File: config.mk
export PLATFORM = sky130hd
export DESIGN_NAME = alu_arbiter
export DESIGN_NICKNAME = d
export VERILOG_FILES = /design/src/rtl/alu_arbiter_pkg.sv /design/src/rtl/alu_arbiter_rr_pick2.sv /design/src/rtl/alu_arbiter.sv
export SDC_FILE = /design/constraint.sdc
export NUM_CORES = 1
export LEC_CHECK = 0
export ABC_CLOCK_PERIOD_IN_PS = 2300
export CORE_UTILIZATION = 35
export CTS_CLUSTER_DIAMETER = 100
export DETAILED_ROUTE_END_ITERATION = 10
export PLACE_DENSITY = 0.79
export SKIP_LAST_GASP = 1
export SLEW_MARGIN = 20
export SYNTH_ARGS = -nofsm -noshare
export SYNTH_HDL_FRONTEND = slang
export SYNTH_SLANG_ARGS = --single-unit
File: constraint.sdc
create_clock -name clk -period 2.3 [get_ports clk]
set_clock_uncertainty 0.1 [all_clocks]
set_input_delay 0.345 -clock clk [delete_from_list [all_inputs] [get_ports clk]]
set_output_delay 0.345 -clock clk [all_outputs]
set_load 0.005 [all_outputs]
File: src/rtl/alu_arbiter_pkg.sv
// -----------------------------------------------------------------------------
// alu_arbiter_pkg
// Shared definitions for the two-requester ALU arbiter:
//   - FSM state encoding
//   - operand/result width and opcode width
//   - bit positions of the {v,z,c,s} flag nibble
// No ports; imported by alu_arbiter and rr_pick2.
// -----------------------------------------------------------------------------
package alu_arbiter_pkg;

    // Operand/result width of the shared ALU; only 16 is supported.
    localparam int DATA_W = 16;

    // Opcode width; opcodes are forwarded to the ALU without decoding.
    localparam int OP_W = 4;

    // Number of flag bits and their positions within rsp_flags.
    localparam int FLAG_W = 4;
    localparam int FLAG_V = 3;
    localparam int FLAG_Z = 2;
    localparam int FLAG_C = 1;
    localparam int FLAG_S = 0;

    // Requester index values.
    localparam logic REQ_IDX_0 = 1'b0;
    localparam logic REQ_IDX_1 = 1'b1;

    // Arbiter FSM: IDLE waits for a request, EXEC samples the ALU,
    // RESP holds the response until it is consumed.
    typedef enum logic [1:0] {
        ST_IDLE = 2'd0,
        ST_EXEC = 2'd1,
        ST_RESP = 2'd2
    } arb_state_e;

    // Pack the four ALU status bits into the flag nibble layout.
    function automatic logic [FLAG_W-1:0] pack_flags(
        input logic v,
        input logic z,
        input logic c,
        input logic s
    );
        logic [FLAG_W-1:0] f;
        f         = '0;
        f[FLAG_V] = v;
        f[FLAG_Z] = z;
        f[FLAG_C] = c;
        f[FLAG_S] = s;
        return f;
    endfunction

endpackage : alu_arbiter_pkg

File: src/rtl/alu_arbiter_rr_pick2.sv
// -----------------------------------------------------------------------------
// rr_pick2
// Two-way round-robin picker, purely combinational.
//   valid0, valid1 : request pending from requester 0 / 1
//   last_grant     : index granted most recently
//   grant          : high when some requester is selected this cycle
//   grant_idx      : selected requester index (meaningful only with grant)
// A lone valid always wins; on a tie the requester not granted last wins.
// -----------------------------------------------------------------------------
module rr_pick2
    import alu_arbiter_pkg::*;
(
    input  logic valid0,
    input  logic valid1,
    input  logic last_grant,
    output logic grant,
    output logic grant_idx
);

    always_comb begin
        grant     = valid0 | valid1;
        grant_idx = REQ_IDX_0;
        if (valid0 && valid1) begin
            grant_idx = ~last_grant;
        end else if (valid1) begin
            grant_idx = REQ_IDX_1;
        end
    end

endmodule : rr_pick2

File: src/rtl/alu_arbiter.sv
// -----------------------------------------------------------------------------
// alu_arbiter
// Shares one external combinational ALU between two requesters.
// A requester is accepted in IDLE (reqN_ready pulses for that cycle), its
// opcode/operands are registered onto the ALU drive, the ALU outputs are
// sampled one cycle later, and the response is held until rsp_ready.
//
// Ports
//   clk, rst                    : clock, asynchronous active-high reset
//   reqN_valid / reqN_ready     : request handshake for requester N (0,1)
//   reqN_op, reqN_a, reqN_b     : opcode and operands from requester N
//   alu_op, alu_in1, alu_in2    : registered drive to the shared ALU
//   alu_result, alu_v/z/c/s     : combinational ALU outputs
//   rsp_valid / rsp_ready       : response handshake
//   rsp_id, rsp_result,
//   rsp_flags ({v,z,c,s})       : response payload
// -----------------------------------------------------------------------------
module alu_arbiter
    import alu_arbiter_pkg::*;
#(
    parameter int DATA_W = alu_arbiter_pkg::DATA_W
) (
    input  logic              clk,
    input  logic              rst,

    input  logic              req0_valid,
    output logic              req0_ready,
    input  logic [OP_W-1:0]   req0_op,
    input  logic [DATA_W-1:0] req0_a,
    input  logic [DATA_W-1:0] req0_b,

    input  logic              req1_valid,
    output logic              req1_ready,
    input  logic [OP_W-1:0]   req1_op,
    input  logic [DATA_W-1:0] req1_a,
    input  logic [DATA_W-1:0] req1_b,

    output logic [OP_W-1:0]   alu_op,
    output logic [DATA_W-1:0] alu_in1,
    output logic [DATA_W-1:0] alu_in2,
    input  logic [DATA_W-1:0] alu_result,
    input  logic              alu_v,
    input  logic              alu_z,
    input  logic              alu_c,
    input  logic              alu_s,

    output logic              rsp_valid,
    input  logic              rsp_ready,
    output logic              rsp_id,
    output logic [DATA_W-1:0] rsp_result,
    output logic [FLAG_W-1:0] rsp_flags
);

    // -------------------------------------------------------------------------
    // State
    // -------------------------------------------------------------------------
    arb_state_e        state_q,      state_d;
    logic              last_grant_q, last_grant_d;
    logic [OP_W-1:0]   alu_op_q,     alu_op_d;
    logic [DATA_W-1:0] alu_in1_q,    alu_in1_d;
    logic [DATA_W-1:0] alu_in2_q,    alu_in2_d;
    logic              rsp_valid_q,  rsp_valid_d;
    logic              rsp_id_q,     rsp_id_d;
    logic [DATA_W-1:0] rsp_result_q, rsp_result_d;
    logic [FLAG_W-1:0] rsp_flags_q,  rsp_flags_d;

    logic pick_grant;
    logic pick_idx;
    logic grant_now;

    // -------------------------------------------------------------------------
    // Round-robin selection between the two requesters
    // -------------------------------------------------------------------------
    rr_pick2 u_rr_pick2 (
        .valid0     (req0_valid),
        .valid1     (req1_valid),
        .last_grant (last_grant_q),
        .grant      (pick_grant),
        .grant_idx  (pick_idx)
    );

    // A grant only happens in IDLE. rst is folded in so that ready stays low
    // while reset is held, even though the state register already reads IDLE.
    assign grant_now = (state_q == ST_IDLE) && pick_grant && !rst;

    always_comb begin
        req0_ready = grant_now && (pick_idx == REQ_IDX_0);
        req1_ready = grant_now && (pick_idx == REQ_IDX_1);
    end

    // -------------------------------------------------------------------------
    // Next-state and datapath capture
    // -------------------------------------------------------------------------
    always_comb begin
        state_d      = state_q;
        last_grant_d = last_grant_q;
        alu_op_d     = alu_op_q;
        alu_in1_d    = alu_in1_q;
        alu_in2_d    = alu_in2_q;
        rsp_valid_d  = rsp_valid_q;
        rsp_id_d     = rsp_id_q;
        rsp_result_d = rsp_result_q;
        rsp_flags_d  = rsp_flags_q;

        unique case (state_q)
            ST_IDLE: begin
                if (grant_now) begin
                    // Opcode is forwarded untouched, including undefined codes.
                    last_grant_d = pick_idx;
                    if (pick_idx == REQ_IDX_1) begin
                        alu_op_d  = req1_op;
                        alu_in1_d = req1_a;
                        alu_in2_d = req1_b;
                    end else begin
                        alu_op_d  = req0_op;
                        alu_in1_d = req0_a;
                        alu_in2_d = req0_b;
                    end
                    state_d = ST_EXEC;
                end
            end

            ST_EXEC: begin
                // ALU inputs have been stable for a full cycle; sample outputs.
                // last_grant_q holds the index of the in-flight requester.
                rsp_result_d = alu_result;
                rsp_flags_d  = pack_flags(alu_v, alu_z, alu_c, alu_s);
                rsp_id_d     = last_grant_q;
                rsp_valid_d  = 1'b1;
                state_d      = ST_RESP;
            end

            ST_RESP: begin
                if (rsp_ready) begin
                    rsp_valid_d = 1'b0;
                    state_d     = ST_IDLE;
                end
            end

            default: begin
                state_d     = ST_IDLE;
                rsp_valid_d = 1'b0;
            end
        endcase
    end

    // -------------------------------------------------------------------------
    // Registers. Reset clears every output so an in-flight operation is
    // discarded without a response.
    // -------------------------------------------------------------------------
    always_ff @(posedge clk or posedge rst) begin
        if (rst) begin
            state_q      <= ST_IDLE;
            last_grant_q <= REQ_IDX_1;
            alu_op_q     <= '0;
            alu_in1_q    <= '0;
            alu_in2_q    <= '0;
            rsp_valid_q  <= 1'b0;
            rsp_id_q     <= 1'b0;
            rsp_result_q <= '0;
            rsp_flags_q  <= '0;
        end else begin
            state_q      <= state_d;
            last_grant_q <= last_grant_d;
            alu_op_q     <= alu_op_d;
            alu_in1_q    <= alu_in1_d;
            alu_in2_q    <= alu_in2_d;
            rsp_valid_q  <= rsp_valid_d;
            rsp_id_q     <= rsp_id_d;
            rsp_result_q <= rsp_result_d;
            rsp_flags_q  <= rsp_flags_d;
        end
    end

    assign alu_op     = alu_op_q;
    assign alu_in1    = alu_in1_q;
    assign alu_in2    = alu_in2_q;
    assign rsp_valid  = rsp_valid_q;
    assign rsp_id     = rsp_id_q;
    assign rsp_result = rsp_result_q;
    assign rsp_flags  = rsp_flags_q;

endmodule : alu_arbiter
==> results.toml <==
[clocking]
clockRootBuffer = "clkbuf_8"
cts_buffers = 9
tritoncts = "built"
clockBufferDepth = 2
clk_pin_slew_ns = 0.07
htreeDepth = 3
post_cts_buffers = 0
clkSinkCount = 61
worstSkewPairLatency_ns = 0.33

[status]
status = "completed"

[worst_setup_path]
path_delay_family = "simple AND/OR/NAND/NOR gates"
required_ns = 1.86
cpMaxStageDelayCell = "or3_2"
cp_slowest_stage_delay_ns = 0.50
criticalPathCategory = "reg2out"
start_kind = "flip-flop"
path_cells = "or3_2 > nor3b_2 > dlygate4sd2_1"
cp.arrival_ns = 1.67
endpoint_kind = "primary output"
crit_buf_inv = 1
worstPathMaxFanout = 2

[yosys]
avgSynthCellArea_um2 = 12.44
yosys_warnings = 0
synthCells = 228
synth-edff-count = 0
yosysSeqAreaShare_pct = 53.88
syn_nets = 325
ys_types = 22
ys_ff_latch = 61
async_reset_ff_share_pct = 100.0
synth_area_um2 = 2835
synth_ff_type = "dfrtp_1"

[layout]
final_common_cell = "clkdlybuf4s50_1"
nNetsFinal = 485
fillCellCount = 656
antenna_cells = 0
syn_to_final_growth_pct = 66.42
layout_common_cells = "clkdlybuf4s50_1 (154), dfrtp_1 (60), nand2_1 (37)"
drive_above_1_share_pct = 22.25
final_core_util_pct = 60.74

[power]
p_sw_share_pct = 28.00
leakage_nw = 1.937
powerDensity_nw_per_um2 = 1052
intPower_w = 0.003573
fin_total_pwr_w = 0.004963
p_switching_w = 0.001390
p_comb_share_pct = 44.0
power_frac_clock_pct = 18.1
pwr-share-seq_pct = 37.9
ir_drop_mv = 0.4154

[grt]
antenna_found_initial = 0
track_usage_pct = 19.60
grt_pass1_vias = 2579
grt_remaining_overflow = 0
grt_max_degree = 37
grt_pass1_wl_mm = 12.81

[sta]
worstMarginPinSlew_ns = 0.5720
hold_viol = 0
rsz0062_at_grt = "false"
max_freq_mhz = 472.1
relSlewSlack_pct = 61.87
timing.final.crit_share_pct = 92.09
drv_slew = 0
setup_viol = 0
period_minus_slack_ns = 2.118

[die]
die_y_um = 92.01
io_pins = 157
rows = 32
dieArea_um2 = 8465
die_w_um = 92.01
start_util_pct = 36.50
core_area_um2 = 7767

[worst_hold_path]
hp-class = "in2async"

[placed_design]
place_hpwl_mm = 5.747
io_buffers = 156
place_congestion = 0.7875

[drt]
dr.pass1.iters = 4
finalWirelength_mm = 7.927
ant_nets = 0
routedWlPerCell_um = 16.08
drt_drc_violations_left = 0
drt_iter0_markers = 79
avgViaCountPerCell = 5.055
vias = 2492

[flow_run]
max_cap_violations = 0
==> timing repair <==
item | CTS | global route
endpoints found under the setup margin | 1 | 1
resized for setup | 1 | 2
hold endpoints to repair | 0 | 0
gates cloned | 0 | 0
hold buffers | 0 | 0
==> registers in the layout, indices dropped and copies added, names as in the netlist <==
| signal | count |
|---|---|
| alu_in1 | 16 |
| rsp_flags | 4 |
| alu_in2 | 16 |
| rsp_result | 16 |
| last_grant_q | 1 |
| state_q | 2 |
| rsp_id | 1 |
| rsp_valid | 1 |
| alu_op | 4 |
==> power groups by stage <==
stage	Combinational, W	Clock (W)	Sequential, W
final	0.00218	0.000899	0.00188
after detailed placement	0.00221	0	0.00189
after CTS	0.00221	0.000923	0.00189
after global placement	0.00216	0	0.00187
after global routing	0.00234	0.000972	0.00195
after floorplan	0.000821	0	0.00190
==> stage by stage <==
| step | hold slack (ns) | cells | setup WS, ns | cell area (um^2) | TNS (ns) |
|---|---|---|---|---|---|
| final | 0.3448 | 493 | 0.1818 | 4718 | 0 |
| after global placement | 0.3611 | 479 | -0.09222 | 4532 | -0.09222 |
| after global routing | 0.3837 | 493 | 0.1013 | 4718 | 0 |
| after detailed placement | 0.3692 | 479 | -0.09029 | 4532 | -0.09029 |
| after CTS | 0.3359 | 493 | 0.02890 | 4711 | 0 |
| after floorplan | 0.3542 | 228 | 0.3436 | 2835 | 0 |
==> worst min-delay path: stages <==
cell and delay [ns]:
clkdlybuf4s50_1 0.41, buf_4 0.15, inv_2 0.27
==> cells by family after synthesis <==
logic type	count (synthesis)	share of synthesized area (%)
compound gates	41	13.81
buf+inv	25	5.781
flops	61	53.88
mux	21	8.341
simple gates	80	18.18
==> final timing paths <==
path	startpoint	endpoint	slack, ns	cells after the start
setup / recovery	state_q[1]	req0_ready	0.18	3
hold / removal	rst	alu_in1[14]	0.34	3
setup reg to reg	state_q[1]	alu_op[0]	0.51	4
hold reg to reg	rsp_valid	rsp_valid	0.38	1
max in group asynchronous	rst	rsp_result[2]	1.14	4
min in group clk	rsp_valid	rsp_valid	0.38	1
==> cell usage after synthesis (2+ instances only) <==
cell       n  area, um^2
dfrtp_1   60        1501
nor3_2    30       300.3
a221o_1   36       360.4
nand2_1   37       138.9
clkbuf_1   4       15.01
buf_2     11       55.05
mux2_2    21       236.5
nor2b_1    2       12.51
nor3_1     7       35.03
buf_6      6       67.56
inv_1      3       11.26
==> final cells by class <==
type | instances | area (um^2) | area share, %
inverter | 3 | 11.26 | 0.2387
sequential | 61 | 1528 | 32.38
tap | 102 | 127.6 | 2.705
multi-input combinational | 142 | 1171 | 24.82
timing repair buffer | 171 | 1700 | 36.04
clock inverter | 2 | 35.03 | 0.7425
clock buffer | 12 | 145.1 | 3.076
==> routing by layer <==
metal	global-route usage (%)	wire length, um	up-vias
met2	33.27	4034	104
met1	24.14	3237	1217
met4	7.031	120	0
met5	0	0	-
li1	-	-	1159
met3	4.892	535	12
(Power assumes the default switching activity.)
